## src/rtl/ysyx_24100006_pkg.sv

```systemverilog
// Shared types and constants for the ysyx_24100006 fetch front end.
// Latency: n/a (declarations only).
// Backpressure: n/a.
package ysyx_24100006_pkg;

  // Fetch FSM states; IDLE is only ever visited out of reset.
  typedef enum logic [2:0] {
    IDLE = 3'd0,
    REQ  = 3'd1,
    WAIT = 3'd2,
    HOLD = 3'd3,
    DROP = 3'd4
  } ifu_state_t;

  localparam logic [31:0] RESET_PC        = 32'h3000_0000;
  localparam logic [31:0] INST_ALIGN_MASK = 32'hFFFF_FFFC;

  // Force a fetch address onto a word boundary.
  function automatic logic [31:0] align_pc(input logic [31:0] pc);
    return pc & INST_ALIGN_MASK;
  endfunction

endpackage

```

## src/rtl/ysyx_24100006_ifu.sv

```systemverilog
// Instruction fetch unit: one outstanding word read, result buffered toward IF/ID; optional pc_o via IFU_PC_TRACE_EN.
// Latency: response registered into the buffer (out_valid the edge it arrives); best case 3 cycles per instruction.
// Backpressure: buffer holds while out_ready=0 and no new request issues; flush discards in-flight or buffered work.
module ysyx_24100006_ifu
  import ysyx_24100006_pkg::*;
#(
  parameter logic [31:0] BOOT_PC = RESET_PC
) (
  input  logic        clk,
  input  logic        reset_n,
  input  logic        flush_i,
  input  logic [31:0] redirect_pc_i,
  output logic        req_valid,
  input  logic        req_ready,
  output logic [31:0] req_addr,
  input  logic        rsp_valid,
  input  logic [31:0] rsp_data,
  input  logic        rsp_err,
  output logic        out_valid,
  input  logic        out_ready,
  output logic [31:0] instruction_o,
  output logic [31:0] pc_add_4_o,
`ifdef IFU_PC_TRACE_EN
  output logic [31:0] pc_o,
`endif
  output logic        fault_o
);

  ifu_state_t  state_q;
  logic [31:0] pc_q;
  logic [31:0] inst_q;
  logic [31:0] pc4_q;
  logic        fault_q;
  logic [31:0] pc_next4;
`ifdef IFU_PC_TRACE_EN
  logic [31:0] pcbuf_q;
`endif

  // Sequential PC successor; wraps modulo 2^32.
  assign pc_next4 = pc_q + 32'd4;

  // Fetch FSM, PC register and output buffer; flush overrides every other event.
  always_ff @(posedge clk or negedge reset_n) begin
    if (!reset_n) begin
      state_q <= IDLE;
      pc_q    <= BOOT_PC;
      inst_q  <= 32'd0;
      fault_q <= 1'b0;
      pc4_q   <= BOOT_PC + 32'd4;
`ifdef IFU_PC_TRACE_EN
      pcbuf_q <= BOOT_PC;
`endif
    end else if (flush_i) begin
      pc_q <= align_pc(redirect_pc_i);
      case (state_q)
        // A request accepted in this very cycle is in flight and must be drained.
        REQ:     state_q <= req_ready ? DROP : REQ;
        WAIT:    state_q <= rsp_valid ? REQ : DROP;
        DROP:    state_q <= rsp_valid ? REQ : DROP;
        // IDLE and HOLD have nothing outstanding; HOLD drops its word.
        default: state_q <= REQ;
      endcase
    end else begin
      case (state_q)
        IDLE: state_q <= REQ;
        REQ: begin
          if (req_ready) state_q <= WAIT;
        end
        WAIT: begin
          if (rsp_valid) begin
            state_q <= HOLD;
            inst_q  <= rsp_data;
            fault_q <= rsp_err;
            pc4_q   <= pc_next4;
`ifdef IFU_PC_TRACE_EN
            pcbuf_q <= pc_q;
`endif
          end
        end
        HOLD: begin
          if (out_ready) begin
            state_q <= REQ;
            pc_q    <= pc_next4;
          end
        end
        DROP: begin
          if (rsp_valid) state_q <= REQ;
        end
        default: state_q <= IDLE;
      endcase
    end
  end

  // All outputs decode registered state only; no ready-to-output paths.
  assign req_valid     = (state_q == REQ);
  assign req_addr      = pc_q;
  assign out_valid     = (state_q == HOLD);
  assign instruction_o = inst_q;
  assign pc_add_4_o    = pc4_q;
  assign fault_o       = fault_q;
`ifdef IFU_PC_TRACE_EN
  assign pc_o          = pcbuf_q;
`endif

endmodule

```

## config.mk

```make
export PLATFORM = sky130hd
export DESIGN_NAME = ysyx_24100006_ifu
export DESIGN_NICKNAME = d
export VERILOG_FILES = /design/src/rtl/ysyx_24100006_pkg.sv /design/src/rtl/ysyx_24100006_ifu.sv
export SDC_FILE = /design/constraint.sdc
export NUM_CORES = 1
export LEC_CHECK = 0
export ABC_AREA = 0
export BUFFER_PORTS_ARGS = -buffer_cell sky130_fd_sc_hd__buf_2
export CAP_MARGIN = 40
export CELL_PAD_IN_SITES_DETAIL_PLACEMENT = 1
export CELL_PAD_IN_SITES_GLOBAL_PLACEMENT = 1
export CORE_UTILIZATION = 34
export CTS_CLUSTER_SIZE = 16
export DETAILED_ROUTE_END_ITERATION = 6
export PLACE_DENSITY_LB_ADDON = 0.1
export SYNTH_ARGS = -nofsm -noshare
export SYNTH_HDL_FRONTEND = slang
export SYNTH_SLANG_ARGS = --single-unit
export TNS_END_PERCENT = 30
```

## constraint.sdc

```tcl
create_clock -name clk -period 1.87 [get_ports clk]
set_input_delay 0.374 -clock clk [delete_from_list [all_inputs] [get_ports clk]]
set_output_delay 0.374 -clock clk [all_outputs]
set_load 0.02 [all_outputs]
```

==> results summary <==
The run finished with clean final reports. By area the synthesized netlist is led by sky130_fd_sc_hd__dfrtp_1 47%, sky130_fd_sc_hd__mux2_2 7.6%, sky130_fd_sc_hd__xnor2_1 5.6%, sky130_fd_sc_hd__xor2_1 4.8%, sky130_fd_sc_hd__nand2_1 4.1%. Of the synthesized area, sequential elements account for 0.493. The count of state elements after synthesis came out at 96. The maximum clock frequency came out at between 0.5 and 0.6 GHz. The slew at the pin with the worst max-slew slack is 624 ps.

For this configuration, the core starts out at a cell density of 0.350. The worst hold path terminates at req_addr[29]. The worst reg2reg path depth came out at 5. The per-instance average area after synthesis came out at slightly above 10 sq um. The post-layout net count came out at 750. The kind of launch point of the worst setup path is a flop.

The number of global-route vias before repair was roughly 4,300. For this run, the leading register cell type out of synthesis is sky130_fd_sc_hd__dfrtp_1. The tightest min-delay check is of the primary input to flop type. The number of buffers added on ports came out at 163. The final number of max-transition violations came out at 0. The worst register-to-register path ends at req_addr[28].

The clock edge transition at the registers on the reported setup and hold paths came out at 70 ps. The placed instances occupy a cell area of 0.00617 sq mm. The minimum period implied by the final worst setup slack is roughly 1800 ps.

The analysis attributes to cell leakage a power of around 3.2 nW. The setup check on the worst reg-to-reg path leaves a slack of 20 ps. After detailed routing, the number of remaining DRC violations is 0. The launching point of the worst reg2reg path is req_addr[8]. The number of max-capacitance violations reported came out at 0.

The final worst-path cycle share came out at 0.987. The global-route usage over all layers came out at 0.200. The clock sink count came out at 96.

In this run the number of H-tree levels came out at 3. CTS placed an instance of sky130_fd_sc_hd__clkbuf_16 at the clock tree root. The worst path setup slack after routing came out at 23.9 ps. The final total power is 8.38 mW. The number of enable-type register cells in the synthesized netlist came out at 0. Setup repair after global routing could not meet its margin everywhere.

The repair_antennas step left the layout with diodes totalling 0. After routing the design area is 0.00676 sq mm. The start point of the worst min-delay path is redirect_pc_i[29]. The kind of end point of the critical path is a flop. The initial antenna violation count came out at 0. The arrival time of the worst setup path came out at 2120 ps. The worst slack on hold paths came out at 236 ps.

The setup TNS is 0 ps. The total power density per cell area came out at between 1000 and 1500 mW/mm^2. During synthesis, Yosys emitted a total of 0 warnings. The horizontal die dimension came out at approximately 120 um. The wire length after detailed routing is roughly 15 mm.

The share of final-layout standard cells stronger than drive strength 1 came out at 0.461. The first global-routing pass estimated around 23 mm of wire. The number of iterations in the first detailed-routing pass is 4. The type of the setup path with the least slack is flop to flop. The die outline area is 0.0148 sq mm. Synthesis instantiated 47 different standard cells from the library. The worst hold path passes through 3 cells. The routability congestion estimate from global placement is 0.752. The count of endpoints failing hold in the final timing report came out at 0. The via-per-instance ratio is 4.90. The floorplan die height is 122 um.

The number of vias in the routed layout came out at 4,231. Synthesis handed over a netlist of 471 instances. The filler cell count came out at 1,610. The share of flip-flops with an asynchronous set or reset after synthesis is 1.00.

The clock network latency to the later pin of the worst-skew pair is 340 ps. The portion of synthesized cell area occupied by the leading cell type is 0.466. The post-placement setup slack came out at -26.4 ps.

The number of failing setup endpoints in the final timing report came out at 0. The pin count of the biggest net entering global routing is 66. The number of buffers added by the clock tree synthesis step came out at 9. The core area came out at around 0.014 sq mm. The largest total area in the synthesized netlist belongs to sky130_fd_sc_hd__dfrtp_1. The largest fanout on the critical path came out at 6. The clock skew after layout is 6.18 ps. The worst voltage drop across the vdd grid came out at 0.000402 V.

The initial DRC count came out at 129. Summing every instance area after synthesis gives 0.00488 sq mm. TritonCTS built the clock tree. Relative to the synthesized area, the layout overhead comes to 38.4%. The data required time at the worst endpoint is 2150 ps.

The average wire per cell in the routed design came out at about 17 um. For this design the top-level I/O count stands at 170. The number of nets with antenna violations after detailed routing is 0. In this run the tightest slew margin relative to its limit is 0.584. The clock passes through at most 2 buffers. The leftover overflow at the end of global routing is 0. The half-perimeter wire length after detailed placement is 10.5 mm. The number of standard-cell rows in the floorplan came out at between 40 and 50.
where the power goes:
part / total, mW / switching, mW / internal (mW)
combinational: 3.27 / 1.98 / 1.29
clock: 1.86 / 0.819 / 1.04
sequential: 3.24 / 0.420 / 2.82
worst max path at each step:
| stage | endpoint | from | cells past startpoint |
|---|---|---|---|
| 3_3_place_gp | req_addr[22] | req_addr[2] | 7 |
| 4_1_cts | req_addr[22] | req_addr[2] | 7 |
| 6_report | req_addr[28] | req_addr[8] | 5 |
| 5_1_grt | req_addr[26] | req_addr[3] | 7 |
| 3_5_place_dp | req_addr[22] | req_addr[2] | 7 |
| 2_1_floorplan | req_addr[28] | req_addr[6] | 6 |
layer usage:
metal	part of all wire	vias to the layer above	track usage	wire, um
li1	-	2017	-	-
met5	0	-	0	0
met1	0.47	2076	0.275	6980
met3	0.046	8	0.0337	692
met2	0.48	130	0.327	7120
met4	0.0076	0	0.0471	114
registers in the layout (all words and copies together), names as in the netlist:
signal,flops
fault_o,1
pc_add_4_o,30
req_addr,30
instruction_o,32
state_q,3
worst max-delay path: stages, from the launching register on:
cell and delay, ps:
sky130_fd_sc_hd__dfrtp_1 470, sky130_fd_sc_hd__nand4_1 190, sky130_fd_sc_hd__nor4_4 370, sky130_fd_sc_hd__or4b_1 490, sky130_fd_sc_hd__xor2_1 170, sky130_fd_sc_hd__o21ai_2 100
cell usage after synthesis (2+ instances only):
cell                       number
sky130_fd_sc_hd__dfrtp_1       91
sky130_fd_sc_hd__inv_1          6
sky130_fd_sc_hd__nor4_4         4
sky130_fd_sc_hd__a21oi_1       28
sky130_fd_sc_hd__nand4_1        7
sky130_fd_sc_hd__o21ai_0       26
sky130_fd_sc_hd__mux2i_1        3
sky130_fd_sc_hd__nand4_4        4
sky130_fd_sc_hd__mux2_2        33
sky130_fd_sc_hd__and4_1         2
sky130_fd_sc_hd__dfstp_2        5
sky130_fd_sc_hd__nor4_1         9
sky130_fd_sc_hd__nor2_1        41
sky130_fd_sc_hd__buf_4          9
sky130_fd_sc_hd__nor4_2         2
sky130_fd_sc_hd__mux2_1         2
sky130_fd_sc_hd__clkbuf_1      12
sky130_fd_sc_hd__o21ai_1        4
sky130_fd_sc_hd__nor3_1        11
sky130_fd_sc_hd__nand2b_1       3
sky130_fd_sc_hd__nand3_1       16
sky130_fd_sc_hd__and3_1         5
sky130_fd_sc_hd__buf_2         15
sky130_fd_sc_hd__xor2_1        27
sky130_fd_sc_hd__xnor2_1       31
sky130_fd_sc_hd__a22oi_1        2
sky130_fd_sc_hd__nand2_1       53
cells by family after synthesis:
kind of cell    after synthesis  share of synthesized area
compound gates               64                     0.0689
xor+xnor                     58                      0.104
fa+ha+maj                     1                    0.00256
buf+inv                      44                     0.0448
flops                        96                      0.493
mux                          38                     0.0869
other cells                   1                   0.000768
simple gates                169                      0.199
per-stage QoR:
stage / instances / utilization
4_1_cts: 846 / 0.467
2_1_floorplan: 474 / -
5_1_grt: 863 / 0.485
3_3_place_gp: 829 / 0.443
6_report: 863 / 0.485
3_5_place_dp: 829 / 0.443
area by class of cell:
| type | instances | area (sq um) | area share |
|---|---|---|---|
| timing repair buffer | 230 | 1430 | 0.211 |
| multi-input combinational | 335 | 2370 | 0.351 |
| sequential | 96 | 2410 | 0.357 |
| tap | 180 | 225 | 0.0333 |
| clock buffer | 10 | 229 | 0.0339 |
| clock inverter | 6 | 67.6 | 0.0100 |
| inverter | 6 | 22.5 | 0.00333 |
what timing repair did:
action	4_1_cts	5_1_grt
cloned	0	5
setup endpoints to repair	4	58
pin swaps	0	8
gates resized for setup	4	18
hold buffers	1	0
buffers inserted	0	12
hold endpoints to repair	23	0
cells in the final DEF, fill, tap and decap left out, drive strengths merged, types with 3 or more instances in the layout:
| master | instances |
|---|---|
| a21oi | 28 |
| and3 | 5 |
| and4 | 3 |
| buf | 227 |
| clkbuf | 12 |
| conb | 4 |
| dfrtp | 91 |
| dfstp | 5 |
| inv | 7 |
| mux2 | 35 |
| mux2i | 3 |
| nand2 | 53 |
| nand2b | 3 |
| nand3 | 17 |
| nand4 | 13 |
| nor2 | 41 |
| nor3 | 11 |
| nor4 | 15 |
| o21ai | 31 |
| xnor2 | 31 |
| xor2 | 27 |
No activity file was read; power rests on OpenSTA's default activity.
